[src/rtl/dispatch_buf.sv]
// dispatch_buf: in-order 2-entry dispatch buffer between rename and the
// reservation stations. Packets are converted to RS entries on entry, keep
// their source-ready bits current by snooping the FU writeback buses, and
// leave from the head toward the RS selected by their functional-unit type.

package dispatch_pkg;

  localparam int PREG_W = 6;
  localparam int AREG_W = 5;
  localparam int ROB_W  = 4;
  localparam int OP_W   = 4;
  localparam int XLEN   = 32;

  typedef enum logic [1:0] {
    FU_ALU  = 2'd0,
    FU_BRU  = 2'd1,
    FU_LSU  = 2'd2,
    FU_NONE = 2'd3
  } fu_type_t;

  // Packet coming out of rename.
  typedef struct packed {
    logic              valid;
    fu_type_t          fu_type;
    logic [OP_W-1:0]   op;
    logic [AREG_W-1:0] rs1;
    logic [AREG_W-1:0] rs2;
    logic [AREG_W-1:0] rd;
    logic              rs1_used;
    logic              rs2_used;
    logic              rd_used;
    logic [PREG_W-1:0] prs1;
    logic [PREG_W-1:0] prs2;
    logic [PREG_W-1:0] prd;
    logic [PREG_W-1:0] old_prd;
    logic              prs1_ready;
    logic              prs2_ready;
    logic [ROB_W-1:0]  rob_tag;
    logic [XLEN-1:0]   imm;
  } rename_pkt_t;

  // Entry written into a reservation station.
  typedef struct packed {
    logic              valid;
    fu_type_t          fu_type;
    logic [OP_W-1:0]   op;
    logic              rs1_used;
    logic              rs2_used;
    logic              rd_used;
    logic [PREG_W-1:0] prs1;
    logic              prs1_ready;
    logic [PREG_W-1:0] prs2;
    logic              prs2_ready;
    logic [PREG_W-1:0] prd;
    logic [ROB_W-1:0]  rob_tag;
    logic [XLEN-1:0]   imm;
  } rs_entry_t;

  // Functional-unit completion broadcast.
  typedef struct packed {
    logic              valid;
    logic              rd_used;
    logic [PREG_W-1:0] prd;
    logic [ROB_W-1:0]  rob_tag;
    logic [XLEN-1:0]   data;
  } wb_pkt_t;

  // Buffer occupancy doubles as the only state of the block.
  typedef enum logic [1:0] {
    OCC_EMPTY = 2'd0,
    OCC_ONE   = 2'd1,
    OCC_FULL  = 2'd2
  } occ_t;

endpackage

module dispatch_buf
  import dispatch_pkg::*;
#(
  parameter int DEPTH = 2
) (
  input  logic              clk,
  input  logic              rst,
  input  logic              flush,
  input  rename_pkt_t       in_pkt,
  output logic              in_ready,
  input  wb_pkt_t           wb_alu,
  input  wb_pkt_t           wb_lsu,
  input  wb_pkt_t           wb_bru,
  output rs_entry_t         alu_rs_entry,
  output rs_entry_t         bru_rs_entry,
  output rs_entry_t         lsu_rs_entry,
  input  logic              alu_rs_ready,
  input  logic              bru_rs_ready,
  input  logic              lsu_rs_ready,
  output logic              none_done_valid,
  output logic [ROB_W-1:0]  none_done_tag
);

  rs_entry_t mem [DEPTH];
  occ_t      count;
  occ_t      count_next;
  logic      head_ptr;
  logic      tail_ptr;
  logic      push;
  logic      pop;
  logic      has_head;
  rs_entry_t push_entry;
  rs_entry_t head_view;

  // Fields that rename provides but the RS never needs, plus writeback
  // payload that only matters to the register file.
  logic unused_bits;
  assign unused_bits = ^{in_pkt.rs1, in_pkt.rs2, in_pkt.rd, in_pkt.old_prd,
                         wb_alu.rob_tag, wb_alu.data,
                         wb_lsu.rob_tag, wb_lsu.data,
                         wb_bru.rob_tag, wb_bru.data};

  // A source wakes when any bus completes a producer writing that register.
  function automatic logic wake_hit(input logic [PREG_W-1:0] prs,
                                    input wb_pkt_t a,
                                    input wb_pkt_t b,
                                    input wb_pkt_t c);
    return (a.valid && a.rd_used && (a.prd == prs)) ||
           (b.valid && b.rd_used && (b.prd == prs)) ||
           (c.valid && c.rd_used && (c.prd == prs));
  endfunction

  // Acceptance never looks at RS ready, keeping rename off the RS timing path.
  assign in_ready = (count != OCC_FULL) && !flush && !rst;
  assign push     = in_pkt.valid && in_ready;
  assign has_head = (count != OCC_EMPTY);

  // Convert the incoming rename packet into its stored form, applying any
  // wakeup that arrives in the very cycle it is pushed.
  always_comb begin
    push_entry            = '0;
    push_entry.valid      = 1'b1;
    push_entry.fu_type    = in_pkt.fu_type;
    push_entry.op         = in_pkt.op;
    push_entry.rs1_used   = in_pkt.rs1_used;
    push_entry.rs2_used   = in_pkt.rs2_used;
    push_entry.rd_used    = in_pkt.rd_used;
    push_entry.prs1       = in_pkt.prs1;
    push_entry.prs2       = in_pkt.prs2;
    push_entry.prd        = in_pkt.prd;
    push_entry.rob_tag    = in_pkt.rob_tag;
    push_entry.imm        = in_pkt.imm;
    push_entry.prs1_ready = in_pkt.prs1_ready || !in_pkt.rs1_used ||
                            wake_hit(in_pkt.prs1, wb_alu, wb_lsu, wb_bru);
    push_entry.prs2_ready = in_pkt.prs2_ready || !in_pkt.rs2_used ||
                            wake_hit(in_pkt.prs2, wb_alu, wb_lsu, wb_bru);
  end

  // Present the head entry with this cycle's wakeups already folded in.
  always_comb begin
    head_view            = mem[head_ptr];
    head_view.prs1_ready = mem[head_ptr].prs1_ready ||
                           wake_hit(mem[head_ptr].prs1, wb_alu, wb_lsu, wb_bru);
    head_view.prs2_ready = mem[head_ptr].prs2_ready ||
                           wake_hit(mem[head_ptr].prs2, wb_alu, wb_lsu, wb_bru);
  end

  // Steer the head to its RS, retire FU_NONE packets directly, and decide pop.
  always_comb begin
    alu_rs_entry       = head_view;
    bru_rs_entry       = head_view;
    lsu_rs_entry       = head_view;
    alu_rs_entry.valid = 1'b0;
    bru_rs_entry.valid = 1'b0;
    lsu_rs_entry.valid = 1'b0;
    none_done_valid    = 1'b0;
    none_done_tag      = '0;
    pop                = 1'b0;
    if (has_head && !flush) begin
      case (head_view.fu_type)
        FU_ALU: begin
          alu_rs_entry.valid = 1'b1;
          pop                = alu_rs_ready;
        end
        FU_BRU: begin
          bru_rs_entry.valid = 1'b1;
          pop                = bru_rs_ready;
        end
        FU_LSU: begin
          lsu_rs_entry.valid = 1'b1;
          pop                = lsu_rs_ready;
        end
        default: begin
          none_done_valid = 1'b1;
          none_done_tag   = head_view.rob_tag;
          pop             = 1'b1;
        end
      endcase
    end
  end

  // Occupancy transitions; a simultaneous push and pop leaves it unchanged.
  always_comb begin
    count_next = count;
    case ({push, pop})
      2'b10:   count_next = (count == OCC_EMPTY) ? OCC_ONE : OCC_FULL;
      2'b01:   count_next = (count == OCC_FULL) ? OCC_ONE : OCC_EMPTY;
      default: count_next = count;
    endcase
  end

  // Occupancy and pointer registers; flush empties the buffer outright.
  always_ff @(posedge clk or posedge rst) begin
    if (rst) begin
      count    <= OCC_EMPTY;
      head_ptr <= 1'b0;
      tail_ptr <= 1'b0;
    end else if (flush) begin
      count    <= OCC_EMPTY;
      head_ptr <= 1'b0;
      tail_ptr <= 1'b0;
    end else begin
      count <= count_next;
      if (push) tail_ptr <= tail_ptr + 1'b1;
      if (pop)  head_ptr <= head_ptr + 1'b1;
    end
  end

  // Entry storage: wakeups latch into every slot, and the push overwrites
  // the tail slot with its already-woken contents.
  always_ff @(posedge clk or posedge rst) begin
    if (rst) begin
      for (int i = 0; i < DEPTH; i++) mem[i] <= '0;
    end else begin
      for (int i = 0; i < DEPTH; i++) begin
        if (wake_hit(mem[i].prs1, wb_alu, wb_lsu, wb_bru)) mem[i].prs1_ready <= 1'b1;
        if (wake_hit(mem[i].prs2, wb_alu, wb_lsu, wb_bru)) mem[i].prs2_ready <= 1'b1;
      end
      if (push) mem[tail_ptr] <= push_entry;
    end
  end

endmodule
[config.mk]
export PLATFORM = sky130hd
export DESIGN_NAME = dispatch_buf
export DESIGN_NICKNAME = d
export VERILOG_FILES = /design/src/rtl/dispatch_buf.sv
export SDC_FILE = /design/constraint.sdc
export NUM_CORES = 1
export LEC_CHECK = 0
export ABC_CLOCK_PERIOD_IN_PS = 6100
export CAP_MARGIN = 10
export CORE_AREA = 2 2 166 168
export DETAILED_ROUTE_END_ITERATION = 12
export DIE_AREA = 0 0 168 170
export GPL_TIMING_DRIVEN = 0
export PLACE_DENSITY_LB_ADDON = 0.05
export SKIP_LAST_GASP = 1
export SLEW_MARGIN = 40
export SYNTH_ARGS = -nofsm -noshare
export SYNTH_HDL_FRONTEND = slang
export SYNTH_SLANG_ARGS = --single-unit
[constraint.sdc]
create_clock -name clk -period 6.1 [get_ports clk]
set_input_delay 1.83 -clock clk [delete_from_list [all_inputs] [get_ports clk]]
set_output_delay 1.83 -clock clk [all_outputs]
set_load 0.02 [all_outputs]
==> impl_results.md <==
* Combinational share of power at 50.5%
* Fmax at 0.173 GHz
* Synthesis-stage register bit count at 134
* I/O pins at 429
* Final ANT Viol Nets at 0
* Leakage at 5.38 nW
* Initial Util at 32.6%
* Final WL at 25,300 um
* GRT Overall Usage at 17.9%
* Syn Area/Cell at 11.5 um2
* Hold Crit Class: flip-flop to flip-flop
* Root Driver: clkbuf_16
* DR DRC count at 0
* CP Data Arrival Time at 3970 ps
* Crit-path max cell delay at 590 ps
* Drt first pass iters at 4
* Clock buffer depth at 2
* IO buf count at 280
* Layout area overhead at 44.8%
* Register area share after synthesis at 38.6%
* Dominant synthesized flop cell: dfrtp_1
* # H-tree levels at 4
* Initial antenna violation count at 0
* Die Wd at 168 um
* Dpl hpwl at 19,000 um
* CTS tree: done
* Crit path top cell by count: clkdlybuf4s50_1
* Slowest cell on crit path: clkdlybuf4s50_1
* Drt first-iter violations at 212
* Multi-input gate area at 0.00408 mm2
* MaxCap Viol Count at 0
* EDFF count, synth at 0
* Post-Synthesis Cell Area at 0.00869 mm2
* Status: completed
* Area contributors post-synth: dfrtp_1 (39%), mux2_2 (21%), buf_4 (11%)
* Critical Path RT at 4270 ps
* Antenna Cells at 0
* Count of final max-slew check failures at 0
* Layout cells sized above 1 at 34.2%
* Fillers at 2,538
* Psw at 1.59 mW
* Dominant cell type by area after synthesis: dfrtp_1
* Layout Skew at 7.03 ps
* Via Count at 6,373
* Later-pin clock latency in the skew report at 420 ps
* Inst Count DP at 1,377
* CTS Buf Count at 17
* Die Area at 0.0286 mm2
* Post-Syn Instances at 754
* Largest net degree at the start of global routing at 57
* First-pass GRT wire length at 39,000 um
* Async SR Flop Fraction at 100%
* Fin nets at 1,280
* Final Wtd Congestion at 0.770
* Warning count from the yosys run at 0
* Critical Path, Cell by Cell: clkdlybuf4s50_1 > nand2_1 > nor4_1 > a21oi_1 > nand3_1 > buf_4 > clkdlybuf4s50_1
* Final setup vio count at 0
* Worst path bufs/invs at 3
* Kind of critical path: input port to primary output
* Top delay family on crit path: buffers and inverters
* Hold buffer count at cts at 0
* Critical Path Start Type: input port
* Yosys cell types at 31
* Resized Gates After CTS at 0
* Postcts setup bufs at 0
* Internal power at 2.99 mW
* Period minus WS final at 5800 ps
* Synth Net Count at 979
* Critical Path End Type: primary output
* Finished Layout Cells at 1,407
* Clk pwr share at 23.1%
* Slew HR at 44.1%
* Cell Rows at 60
* CTS clk-pin slew, worst paths at 60 ps
* GRT overflow at 0
* Post-route setup slack at 303 ps
* Core box area at 0.0267 mm2
* Pre-CTS setup slack at 295 ps
* Crit-path max FO at 8
* Synth top area share at 38.6%
* WL/cell at 18.0 um
* Fin crit share at 95.0%
* Pwr/cell area at 364 mW/mm2
* Via-per-instance ratio at 4.53
* Vias in the first global route at 6,700
* Fin. Hold Viols at 0
* VDD IR max at 0.000160 V
* Register area at 0.00335 mm2
* Worst Max-Slew Pin Slew at 839 ps
* Reg power frac at 26.4%
* Die Height at 170 um
* Sw frac at 34.6%
* Pwr Total at 4.58 mW
* CTS sink count at 134
* RSZ-0062 raised after global routing: no
* Worst hold slack at 499 ps
-- layer usage --
layer	GRT usage, %	vias to the layer above	wire (um)
met2	29.6	208	12100
met4	5.33	0	399
li1	-	3049	-
met5	0	-	0
met3	4.26	25	1430
met1	23.3	3091	11400
-- flip-flops by register name (all words and copies together) (netlist names) --
register and count:
tail_ptr 1, mem 130, count 2, head_ptr 1
-- power by group through the flow --
stage          Combinational, mW  Sequential, mW  Clock (mW)
3_5_place_dp                2.33            1.22           0
4_1_cts                     2.34            1.21        1.09
2_1_floorplan               1.44            1.18           0
5_1_grt                     2.46            1.23        1.13
6_report                    2.31            1.21        1.06
3_3_place_gp                2.31            1.22           0
-- stage by stage --
step	utilization [%]	area [um2]	TNS, ps
floorplan	-	8690	0
global route	47.2	12600	0
detailed placement	45.0	12000	0
finish	47.2	12600	0
CTS	47.2	12600	0
global placement	44.7	11900	-224670
-- layout make-up --
cell class	instances	share of cell area (%)
Multi-Input combinational cell	433	32.4
Sequential cell	134	26.7
Buffer	172	9.57
Tap cell	341	3.39
Inverter	15	0.507
Clock buffer	17	3.38
Timing Repair Buffer	282	22.7
Clock inverter	13	1.37
-- Yosys cell counts, drive strengths merged (2+ instances only) --
master	n
a21oi	4
a41oi	4
buf	156
clkbuf	16
dfrtp	134
inv	15
mux2	178
mux2i	15
nand2	7
nand2b	3
nand3	2
nand4	26
nor2	3
nor2b	7
nor3	4
nor4	24
o21a	4
o21ai	2
or3	2
xnor2	75
xor2	69
-- path summary, 6_finish.rpt --
check | cells after the start | slack [ps] | start | to
min in group asynchronous | 2 | 1890 | rst | mem[76]
max in group asynchronous | 3 | 3660 | rst | mem[96]
setup / recovery | 7 | 300 | wb_alu[43] | bru_rs_entry[49]
setup reg to reg | 6 | 3970 | head_ptr | count[0]
hold reg to reg | 1 | 500 | mem[33] | mem[33]
hold / removal | 1 | 500 | mem[33] | mem[33]
-- logic make-up after synthesis --
kind of cell,after synthesis,share of synthesized area (%)
AO/OA/AOI/OAI,16,1.27
buffers and inverters,187,14.5
XOR/XNOR,144,14.5
AND/OR/NAND/NOR,80,5.63
flip-flops,134,38.6
multiplexers,193,25.5
-- placed cells by master (no fill, tap or decap), drive strengths merged --
master           n
a21oi            4
a41oi            4
buf            158
bufinv           3
clkbuf          33
clkdlybuf4s50  280
clkinv           2
clkinvlp         3
dfrtp          134
inv             20
mux2           178
mux2i           15
nand2            7
nand2b           3
nand3            2
nand4           26
nor2             3
nor2b            7
nor3             4
nor3b            1
nor4            24
nor4b            1
o21a             4
o21ai            2
o22ai            1
o311ai           1
or3              2
xnor2           75
xor2            69
No activity file was read; power rests on OpenSTA's default activity.
